--- src/rtl/rom_burst_reader_if.sv ---
// ROM access bus plus the valid/ready word stream produced by rom_burst_reader.
// The master side is the burst reader; the slave side is the ROM together with the consumer.
interface rom_burst_reader_if #(
    parameter int ADDR_W = 8,
    parameter int DATA_W = 8
);
    logic [ADDR_W-1:0] rom_address;
    logic              rom_ce;
    logic              rom_read_en;
    logic [DATA_W-1:0] rom_data;
    logic [DATA_W-1:0] out_data;
    logic              out_valid;
    logic              out_ready;
    logic              out_last;

    modport master (
        output rom_address,
        output rom_ce,
        output rom_read_en,
        input  rom_data,
        output out_data,
        output out_valid,
        output out_last,
        input  out_ready
    );

    modport slave (
        input  rom_address,
        input  rom_ce,
        input  rom_read_en,
        output rom_data,
        input  out_data,
        input  out_valid,
        input  out_last,
        output out_ready
    );
endinterface

--- src/rtl/rom_burst_reader.sv ---
// Burst sequencer for a ROM: reads a contiguous run of words starting at start_addr
// and streams them out one at a time on a valid/ready interface with a last flag.
module rom_burst_reader #(
    parameter int ADDR_W = 8,
    parameter int DATA_W = 8,
    parameter int RD_LAT = 1
) (
    input  logic              clk,
    input  logic              rst_n,
    input  logic              start,
    input  logic [ADDR_W-1:0] start_addr,
    input  logic [ADDR_W:0]   length,
    input  logic              abort,
    output logic              busy,
    output logic              done,
    rom_burst_reader_if.master bus
);
    typedef enum logic [1:0] {
        IDLE = 2'd0,
        READ = 2'd1,
        HOLD = 2'd2,
        DONE = 2'd3
    } state_t;

    localparam logic [2:0] WAIT_RELOAD = 3'(RD_LAT - 1);

    state_t            state;
    logic [ADDR_W-1:0] addr;
    logic [ADDR_W:0]   remaining;
    logic [2:0]        wait_cnt;
    logic              rom_ce_q;
    logic              rom_rd_q;
    logic [DATA_W-1:0] out_data_q;
    logic              out_valid_q;
    logic              out_last_q;

    // The address register doubles as the ROM address, so it holds outside READ.
    assign bus.rom_address = addr;
    assign bus.rom_ce      = rom_ce_q;
    assign bus.rom_read_en = rom_rd_q;
    assign bus.out_data    = out_data_q;
    assign bus.out_valid   = out_valid_q;
    assign bus.out_last    = out_last_q;

    always_ff @(posedge clk or negedge rst_n) begin
        if (!rst_n) begin
            state       <= IDLE;
            addr        <= '0;
            remaining   <= '0;
            wait_cnt    <= '0;
            busy        <= 1'b0;
            done        <= 1'b0;
            rom_ce_q    <= 1'b0;
            rom_rd_q    <= 1'b0;
            out_data_q  <= '0;
            out_valid_q <= 1'b0;
            out_last_q  <= 1'b0;
        end else if (abort && state != IDLE) begin
            // Cancel drops any pending word, including one handshaken this cycle.
            state       <= IDLE;
            busy        <= 1'b0;
            done        <= 1'b0;
            rom_ce_q    <= 1'b0;
            rom_rd_q    <= 1'b0;
            out_valid_q <= 1'b0;
            out_last_q  <= 1'b0;
        end else begin
            case (state)
                IDLE: begin
                    done <= 1'b0;
                    if (start && length != '0) begin
                        addr      <= start_addr;
                        remaining <= length;
                        wait_cnt  <= WAIT_RELOAD;
                        busy      <= 1'b1;
                        rom_ce_q  <= 1'b1;
                        rom_rd_q  <= 1'b1;
                        state     <= READ;
                    end
                end
                READ: begin
                    if (wait_cnt == 3'd0) begin
                        out_data_q  <= bus.rom_data;
                        out_valid_q <= 1'b1;
                        out_last_q  <= (remaining == (ADDR_W+1)'(1));
                        rom_ce_q    <= 1'b0;
                        rom_rd_q    <= 1'b0;
                        state       <= HOLD;
                    end else begin
                        wait_cnt <= wait_cnt - 3'd1;
                    end
                end
                HOLD: begin
                    if (bus.out_ready) begin
                        out_valid_q <= 1'b0;
                        out_last_q  <= 1'b0;
                        if (remaining == (ADDR_W+1)'(1)) begin
                            done  <= 1'b1;
                            state <= DONE;
                        end else begin
                            // Address wraps naturally at the top of the ROM.
                            addr      <= addr + ADDR_W'(1);
                            remaining <= remaining - (ADDR_W+1)'(1);
                            wait_cnt  <= WAIT_RELOAD;
                            rom_ce_q  <= 1'b1;
                            rom_rd_q  <= 1'b1;
                            state     <= READ;
                        end
                    end
                end
                DONE: begin
                    done  <= 1'b0;
                    busy  <= 1'b0;
                    state <= IDLE;
                end
                default: begin
                    state <= IDLE;
                    busy  <= 1'b0;
                    done  <= 1'b0;
                end
            endcase
        end
    end
endmodule

--- src/flat_wrapper.sv ---
// flat-port wrapper written by rule: the top's interface ports become plain ports
module rom_burst_reader_flat 
#(
    parameter int ADDR_W = 8,
    parameter int DATA_W = 8,
    parameter int RD_LAT = 1
)
  (clk, rst_n, start, start_addr, length, abort, busy, done, bus_rom_address, bus_rom_ce, bus_rom_read_en, bus_rom_data, bus_out_data, bus_out_valid, bus_out_last, bus_out_ready);
  rom_burst_reader_if #(.ADDR_W(ADDR_W), .DATA_W(DATA_W)) bus_i ();
  input  logic clk;
  input  logic rst_n;
  input  logic start;
  input  logic [ADDR_W-1:0] start_addr;
  input  logic [ADDR_W:0] length;
  input  logic abort;
  output logic busy;
  output logic done;
  output wire logic [$bits(bus_i.rom_address)-1:0] bus_rom_address;
  output wire logic [$bits(bus_i.rom_ce)-1:0] bus_rom_ce;
  output wire logic [$bits(bus_i.rom_read_en)-1:0] bus_rom_read_en;
  input wire logic [$bits(bus_i.rom_data)-1:0] bus_rom_data;
  output wire logic [$bits(bus_i.out_data)-1:0] bus_out_data;
  output wire logic [$bits(bus_i.out_valid)-1:0] bus_out_valid;
  output wire logic [$bits(bus_i.out_last)-1:0] bus_out_last;
  input wire logic [$bits(bus_i.out_ready)-1:0] bus_out_ready;
  assign bus_rom_address = bus_i.rom_address;
  assign bus_rom_ce = bus_i.rom_ce;
  assign bus_rom_read_en = bus_i.rom_read_en;
  assign bus_i.rom_data = bus_rom_data;
  assign bus_out_data = bus_i.out_data;
  assign bus_out_valid = bus_i.out_valid;
  assign bus_out_last = bus_i.out_last;
  assign bus_i.out_ready = bus_out_ready;
  rom_burst_reader #(.ADDR_W(ADDR_W), .DATA_W(DATA_W), .RD_LAT(RD_LAT)) u_core (.clk(clk), .rst_n(rst_n), .start(start), .start_addr(start_addr), .length(length), .abort(abort), .busy(busy), .done(done), .bus(bus_i));
endmodule
--- config.mk ---
export PLATFORM = sky130hd
export DESIGN_NAME = rom_burst_reader_flat
export DESIGN_NICKNAME = d
export VERILOG_FILES = /design/src/rtl/rom_burst_reader_if.sv /design/src/rtl/rom_burst_reader.sv /design/src/flat_wrapper.sv
export SDC_FILE = /design/constraint.sdc
export NUM_CORES = 1
export LEC_CHECK = 0
export BUFFER_PORTS_ARGS = -buffer_cell sky130_fd_sc_hd__buf_4
export CORE_UTILIZATION = 35
export CTS_BUF_LIST = sky130_fd_sc_hd__clkbuf_4 sky130_fd_sc_hd__clkbuf_8
export CTS_CLUSTER_SIZE = 24
export DETAILED_ROUTE_END_ITERATION = 10
export HOLD_SLACK_MARGIN = 0.08
export RECOVER_POWER = 50
export SETUP_SLACK_MARGIN = 0.3
export SLEW_MARGIN = 10
export SYNTH_ARGS = -nofsm -noshare
export SYNTH_HDL_FRONTEND = slang
export SYNTH_SLANG_ARGS = --single-unit
--- constraint.sdc ---
create_clock -name clk -period 1.85 [get_ports clk]
set_input_delay 0.2775 -clock clk [delete_from_list [all_inputs] [get_ports clk]]
set_output_delay 0.2775 -clock clk [all_outputs]
set_load 0.01 [all_outputs]
==> results of run 1 <==
-- per-layer routing --
layer	GRT usage, %	wire, um	share of wire (%)
met1	28.1	2880	44
met2	34.1	3200	49
met3	3.71	348	5.3
met4	4.82	98	1.5
met5	0	0	0
-- how the worst min path moves through the flow --
stage | start | end | slack, ns | depth (start not counted)
global placement | rst_n | u_core.remaining[2] | 0.26 | 1
floorplan | rst_n | u_core.bus.out_data[0] | -0.02 | 0
CTS | start_addr[5] | u_core.bus.rom_address[5] | 0.20 | 2
detailed placement | rst_n | u_core.remaining[2] | 0.26 | 1
global route | start_addr[5] | u_core.bus.rom_address[5] | 0.20 | 2
finish | start_addr[5] | u_core.bus.rom_address[5] | 0.19 | 2
-- cell families after synthesis --
group,count (synthesis),share of synthesized area [%]
and+or+nand+nor,94,23.4
AOI/OAI and AO/OA,61,20.4
DFF,35,40.1
buffers and inverters,21,3.89
muxes,12,5.95
adders and majority gates,11,6.30
-- per-stage QoR --
stage | setup TNS (ns) | total power [mW]
6_report | 0 | 6.13
3_5_place_dp | -0.0508 | 4.55
4_1_cts | 0 | 5.77
2_1_floorplan | 0 | 3.49
3_3_place_gp | -0.0526 | 4.52
5_1_grt | -0.0210 | 6.54
-- layout make-up --
class	count	share of cell area (%)
clock buffers	5	1.91
clock inverters	3	1.22
inverters	13	1.56
multi-input cells	178	44.7
flip-flops and latches	35	24.4
well taps	75	2.60
repair buffers	109	23.6
-- worst register-to-register path, stage by stage (launching register included) --
cell and delay [ns]:
dfrtp_2 0.43, inv_4 0.06, ha_4 0.18, buf_4 0.14, buf_6 0.11, nor2b_1 0.12
buf_4 0.14, and3_4 0.19, a221o_1 0.34
-- layout by cell type, fill, tap and decap left out, types with 4 or more instances in the layout --
cell type	Yosys	layout
clkbuf_8	0	5
nand2b_1	7	5
buf_4	1	85
clkbuf_1	5	9
nand3_1	12	9
o21ai_2	0	4
nor3_1	7	6
nand2_1	23	21
dfrtp_1	35	32
buf_6	0	11
mux2_4	0	8
ha_1	11	6
nor2_1	21	19
o22ai_1	5	5
mux2i_1	4	4
o21ai_0	11	4
inv_1	13	9
a21oi_1	14	7
ha_4	0	5
a21oi_2	0	7
-- registers in the layout, summed over array words and instances, names as in the netlist --
signal,flops
u_core.busy,1
u_core.state,2
u_core.bus.rom_ce,1
u_core.bus.out_data,8
u_core.bus.out_last,1
u_core.bus.out_valid,1
u_core.done,1
u_core.remaining,9
u_core.wait_cnt,3
u_core.bus.rom_address,8
-- repair_timing --
item / 4_1_cts / 5_1_grt
buffers inserted: 22 / 11
endpoints found under the hold margin: 35 / 0
endpoints found under the setup margin: 34 / 34
gates resized for setup: 25 / 25
hold buffers: 1 / 0
pin swaps: 21 / 7
-- power by group --
part	total [mW]	switching (mW)	internal [mW]
clock	0.713	0.312	0.402
combinational	3.92	1.82	2.10
sequential	1.49	0.351	1.14
total	6.13	2.48	3.65
==> results.py, run 1 <==
metrics = {
    "cells_and_area": {
        "multi_input_area_um2": 1610,
        "layout.cells.non_filler": 418,
        "regArea_um2": 880,
        "final_util_pct": 60.5,
        "nets": 383,
        "area_growth_pct": 64.9,
        "postLayoutCellArea_um2": 3600,
        "antenna_cells": 0,
        "fillCellCount": 508,
        "drive_above_1_share_pct": 52.2,
    },
    "worst_setup_path": {
        "cp_cell_sequence": "inv_4, ha_4, buf_4, buf_6, nor2b_1, buf_4, and3_4, a221o_1",
        "r2r_start": "u_core.state[1]",
        "cpMostUsedCell": "buf_4",
        "end_kind": "flop",
        "crit_slowest_cell": "dfrtp_2",
        "critical_path.top_delay_family": "buffers and inverters",
        "crit_arrival_ns": 2.00,
        "crit_buf_inv": 4,
        "worstPathMaxFanout": 7,
        "critPathMaxStageDelay_ns": 0.43,
        "ff2ff_path_depth": 8,
        "crit_type": "flop to flop",
        "reg2reg_to": "u_core.bus.rom_address[6]",
        "rrSetupSlack_ns": 0.04,
        "crit_end": "u_core.bus.rom_address[6]",
        "path_depth": 8,
        "startpoint_type": "flop",
        "cp.required_ns": 2.04,
        "cp-startpoint": "u_core.state[1]",
    },
    "global_routing": {
        "grt_usage_pct": 20.7,
        "grt_antenna_before_repair": 0,
        "grt_max_degree": 36,
        "grt_first_pass_wirelength_um": 10400,
        "grt_pass1_vias": 2139,
        "grt_remaining_overflow": 0,
    },
    "floorplan": {
        "num_rows": 28,
        "die_y_um": 81.0,
        "dieWidth_um": 81.0,
        "dieArea_um2": 6570,
        "io_pins": 52,
        "core_um2": 5960,
        "start_util_pct": 36.7,
    },
    "sta": {
        "rsz0062_at_grt": "yes",
        "hold_viol": 0,
        "setup_violations": 0,
        "fin_skew_ns": 0.00680,
        "fmax_ghz": 0.552,
        "whs_ns": 0.191,
        "fin_ws_ns": 0.0388,
        "worstMarginPinSlew_ns": 0.883,
        "relSlewSlack_pct": 41.1,
        "post-route-period-util_pct": 97.9,
        "drv_slew": 0,
        "period_minus_slack_ns": 1.81,
    },
    "min_path": {
        "hold_path.class": "primary input to flop",
    },
    "yosys": {
        "synth_cell_types": 50,
        "synth.largest_area_cell": "dfrtp_1",
        "synth_most_common_cell": "dfrtp_1",
        "netlist_top_cells_count": "dfrtp_1 (35), nand2_1 (23), nor2_1 (21)",
        "syn_area_per_cell_um2": 9.34,
        "synth_edf_count": 0,
        "synth_seq_cells": 35,
        "yosys_warnings": 0,
        "syn-instance-count": 234,
        "synth_area_leaders": "dfrtp_1 (40%), ha_1 (6.3%), mux2_2 (4.1%)",
        "synth-async-reset-ratio_pct": 100,
        "synth_area_um2": 2190,
        "synth_nets": 275,
        "ys.flop_type": "dfrtp_1",
        "synth_top_area_share_pct": 40.1,
        "ys_seq_area_share_pct": 40.1,
    },
    "power_and_ir_drop": {
        "p_leak_nw": 1.59,
        "power_density_nw_per_um2": 1700,
        "vdd_drop_max_mv": 0.677,
    },
    "clocking": {
        "clockBufferDepth": 2,
        "cts_made_buffers": 5,
        "htreeDepth": 2,
        "cts_sinks": 35,
        "cts_tree": "built",
        "clk_latency_ns": 0.29,
        "clockRootBuffer": "clkbuf_8",
        "path_clk_slew_ns": 0.08,
    },
    "place": {
        "place_area_um2": 3030,
        "gp_congestion": 0.847,
        "dp_cells": 376,
        "io_buffers": 51,
        "hpwl_um": 4280,
        "place_ws_ns": -0.0301,
    },
    "drt": {
        "drt_iter0_markers": 83,
        "via_count": 2214,
        "vias_per_cell": 5.30,
        "totalWireLength_um": 6530,
        "antenna_left": 0,
        "first_pass_iters": 4,
        "wl_per_cell_um": 15.6,
        "drc": 0,
    },
    "flow_run": {
        "drv_cap": 0,
    },
    "status": {
        "status": "completed",
    },
}
Note: power is estimated with default switching activity, not from simulation.
==> run 2, diff against run 1 <==
--- a/config.mk
+++ b/config.mk
@@ -6,11 +6,15 @@
 export NUM_CORES = 1
 export LEC_CHECK = 0
 export BUFFER_PORTS_ARGS = -buffer_cell sky130_fd_sc_hd__buf_4
+export CELL_PAD_IN_SITES_DETAIL_PLACEMENT = 1
+export CELL_PAD_IN_SITES_GLOBAL_PLACEMENT = 1
 export CORE_UTILIZATION = 35
 export CTS_BUF_LIST = sky130_fd_sc_hd__clkbuf_4 sky130_fd_sc_hd__clkbuf_8
+export CTS_CLUSTER_DIAMETER = 100
 export CTS_CLUSTER_SIZE = 24
 export DETAILED_ROUTE_END_ITERATION = 10
 export HOLD_SLACK_MARGIN = 0.08
+export PLACE_DENSITY_LB_ADDON = 0.1
 export RECOVER_POWER = 50
 export SETUP_SLACK_MARGIN = 0.3
 export SLEW_MARGIN = 10
==> constraint.sdc (replaced) <==
create_clock -name clk -period 1.7 [get_ports clk]
set_input_delay 0.255 -clock clk [delete_from_list [all_inputs] [get_ports clk]]
set_output_delay 0.255 -clock clk [all_outputs]
set_load 0.01 [all_outputs]
==> results.py, run 2 (synthesis results as in run 1) <==
metrics = {
    "global_routing": {
        "grt_antenna_before_repair": 0,
        "grt_pass1_vias": 2548,
        "grt_first_pass_wirelength_um": 13400,
        "grt_usage_pct": 27.8,
        "grt_remaining_overflow": 0,
        "grt_max_degree": 36,
    },
    "floorplan": {
        "io_pins": 52,
        "start_util_pct": 36.7,
        "dieArea_um2": 6570,
        "die_y_um": 81.0,
        "dieWidth_um": 81.0,
        "num_rows": 28,
        "core_um2": 5960,
    },
    "worst_setup_path": {
        "critPathMaxStageDelay_ns": 0.45,
        "ff2ff_path_depth": 9,
        "crit_end": "u_core.bus.rom_address[2]",
        "startpoint_type": "flop",
        "cp-startpoint": "u_core.state[1]",
        "reg2reg_to": "u_core.bus.rom_address[2]",
        "end_kind": "flop",
        "cp.required_ns": 1.92,
        "cp_cell_sequence": "inv_4, ha_4, buf_6, nand2b_4, nand2b_4, nor4_4, buf_4, nand2_2, o211ai_1",
        "cpMostUsedCell": "nand2b_4",
        "crit_slowest_cell": "dfrtp_2",
        "r2r_start": "u_core.state[1]",
        "worstPathMaxFanout": 5,
        "crit_arrival_ns": 2.16,
        "crit_type": "flop to flop",
        "rrSetupSlack_ns": -0.23,
    },
    "status": {
        "status": "finished with violations",
        "violations": "negative setup slack",
    },
    "sta": {
        "worstMarginPinSlew_ns": 0.936,
        "whs_ns": 0.164,
        "fin_ws_ns": -0.234,
        "rsz0062_at_grt": "yes",
        "period_minus_slack_ns": 1.93,
        "setup_violations": 34,
        "drv_slew": 0,
        "fmax_ghz": 0.517,
        "hold_viol": 0,
        "relSlewSlack_pct": 37.6,
        "fin_skew_ns": 0.0111,
        "post-route-period-util_pct": 114,
    },
    "drt": {
        "wl_per_cell_um": 23.4,
        "drt_iter0_markers": 119,
        "via_count": 2505,
        "totalWireLength_um": 10300,
        "drc": 0,
        "vias_per_cell": 5.72,
        "antenna_left": 0,
        "first_pass_iters": 4,
    },
    "cells_and_area": {
        "final_common_cell": "buf_4",
        "regArea_um2": 878,
        "area_growth_pct": 81.7,
        "fillCellCount": 632,
        "antenna_cells": 0,
        "nets": 404,
        "layout_common_cells": "buf_4 (104), dfrtp_1 (33), buf_6 (19)",
        "layout.cells.non_filler": 438,
        "largest_reg_flops": 9,
        "drive_above_1_share_pct": 62.3,
        "top_register": "u_core.remaining",
        "multi_input_area_um2": 1740,
    },
    "place": {
        "io_buffers": 51,
        "hpwl_um": 5280,
        "place_ws_ns": -0.139,
        "dp_cells": 396,
        "gp_congestion": 0.838,
    },
    "power_and_ir_drop": {
        "vdd_drop_max_mv": 1.14,
        "p_leak_nw": 1.79,
        "combPwrFrac_pct": 70.3,
        "switching_share_pct": 43.5,
        "power_density_nw_per_um2": 1960,
        "p_sw_mw": 3.38,
        "power_mw": 7.78,
        "pwr-share-clk_pct": 8.4,
        "seq_power_share_pct": 21.3,
        "p_int_mw": 4.40,
    },
    "clocking": {
        "cts_sinks": 35,
        "clk_latency_ns": 0.30,
        "path_clk_slew_ns": 0.08,
        "clockBufferDepth": 2,
        "cts_tree": "built",
        "htreeDepth": 2,
        "cts_made_buffers": 5,
        "clockRootBuffer": "clkbuf_8",
    },
    "min_path": {
        "hold_path.class": "primary input to flop",
        "worstHoldStart": "start_addr[4]",
        "hold_depth": 3,
    },
    "flow_run": {
        "drv_cap": 0,
    },
}
[run 2: changes by cell type in the layout (fill, tap and decap cells not counted), sizes merged]
cell and change:
buf +30, bufinv -1, clkbuf -8, clkinv -1
[run 2: area by class of cell]
cell class	count	share of cell area [%]
clock buffers	6	2.08
clock inverters	1	0.126
inverters	13	1.48
multi-input cells	178	43.9
flip-flops and latches	35	22.1
well taps	75	2.36
repair buffers	130	27.9
[run 2: metrics by stage]
step                      utilization [%]  cell area, um^2  TNS (ns)
final                                66.7             3970     -3.74
after global routing                 66.7             3970     -5.52
after CTS                            61.7             3670     -1.01
after detailed placement             53.5             3190     -2.17
after global placement               53.5             3190     -1.16
after floorplan                         -             2450   -0.0176
[run 2: worst min path at each step]
stage | end | slack, ns
2_1_floorplan | u_core.bus.out_data[0] | -0.04
4_1_cts | u_core.bus.rom_address[5] | 0.16
3_3_place_gp | u_core.bus.rom_address[6] | 0.25
3_5_place_dp | u_core.bus.rom_address[6] | 0.25
5_1_grt | u_core.bus.rom_address[5] | 0.16
6_report | u_core.bus.rom_address[4] | 0.16
[run 2: worst max-delay path: cells and delay by family (launching register included)]
family | cells | cell delay, ns
fa+ha+maj | 1 | 0.19
buf+inv | 3 | 0.42
flops | 1 | 0.45
compound gates | 1 | 0.15
simple gates | 4 | 0.65
[run 2: power groups by stage]
stage	clock [mW]	sequential (mW)	combinational, mW
6_report	0.652	1.66	5.47
5_1_grt	0.689	1.69	5.75
4_1_cts	0.656	1.61	4.52
3_5_place_dp	0	1.62	3.76
3_3_place_gp	0	1.61	3.64
2_1_floorplan	0	1.76	2.08
[run 2: routing by layer]
metal,part of all wire [%],vias to the layer above,track usage [%]
met5,0,-,0
met1,41,1252,35.3
met2,51,108,47.9
li1,-,1114,-
met3,4.8,31,4.16
met4,3.4,0,9.29
[run 2: repair_timing]
action / in CTS / in global routing
pin swaps: 26 / 25
endpoints found under the setup margin: 35 / 35
hold endpoints to repair: 35 / 0
setup buffers: 19 / 15
resized for setup: 50 / 38
hold buffers: 1 / 0
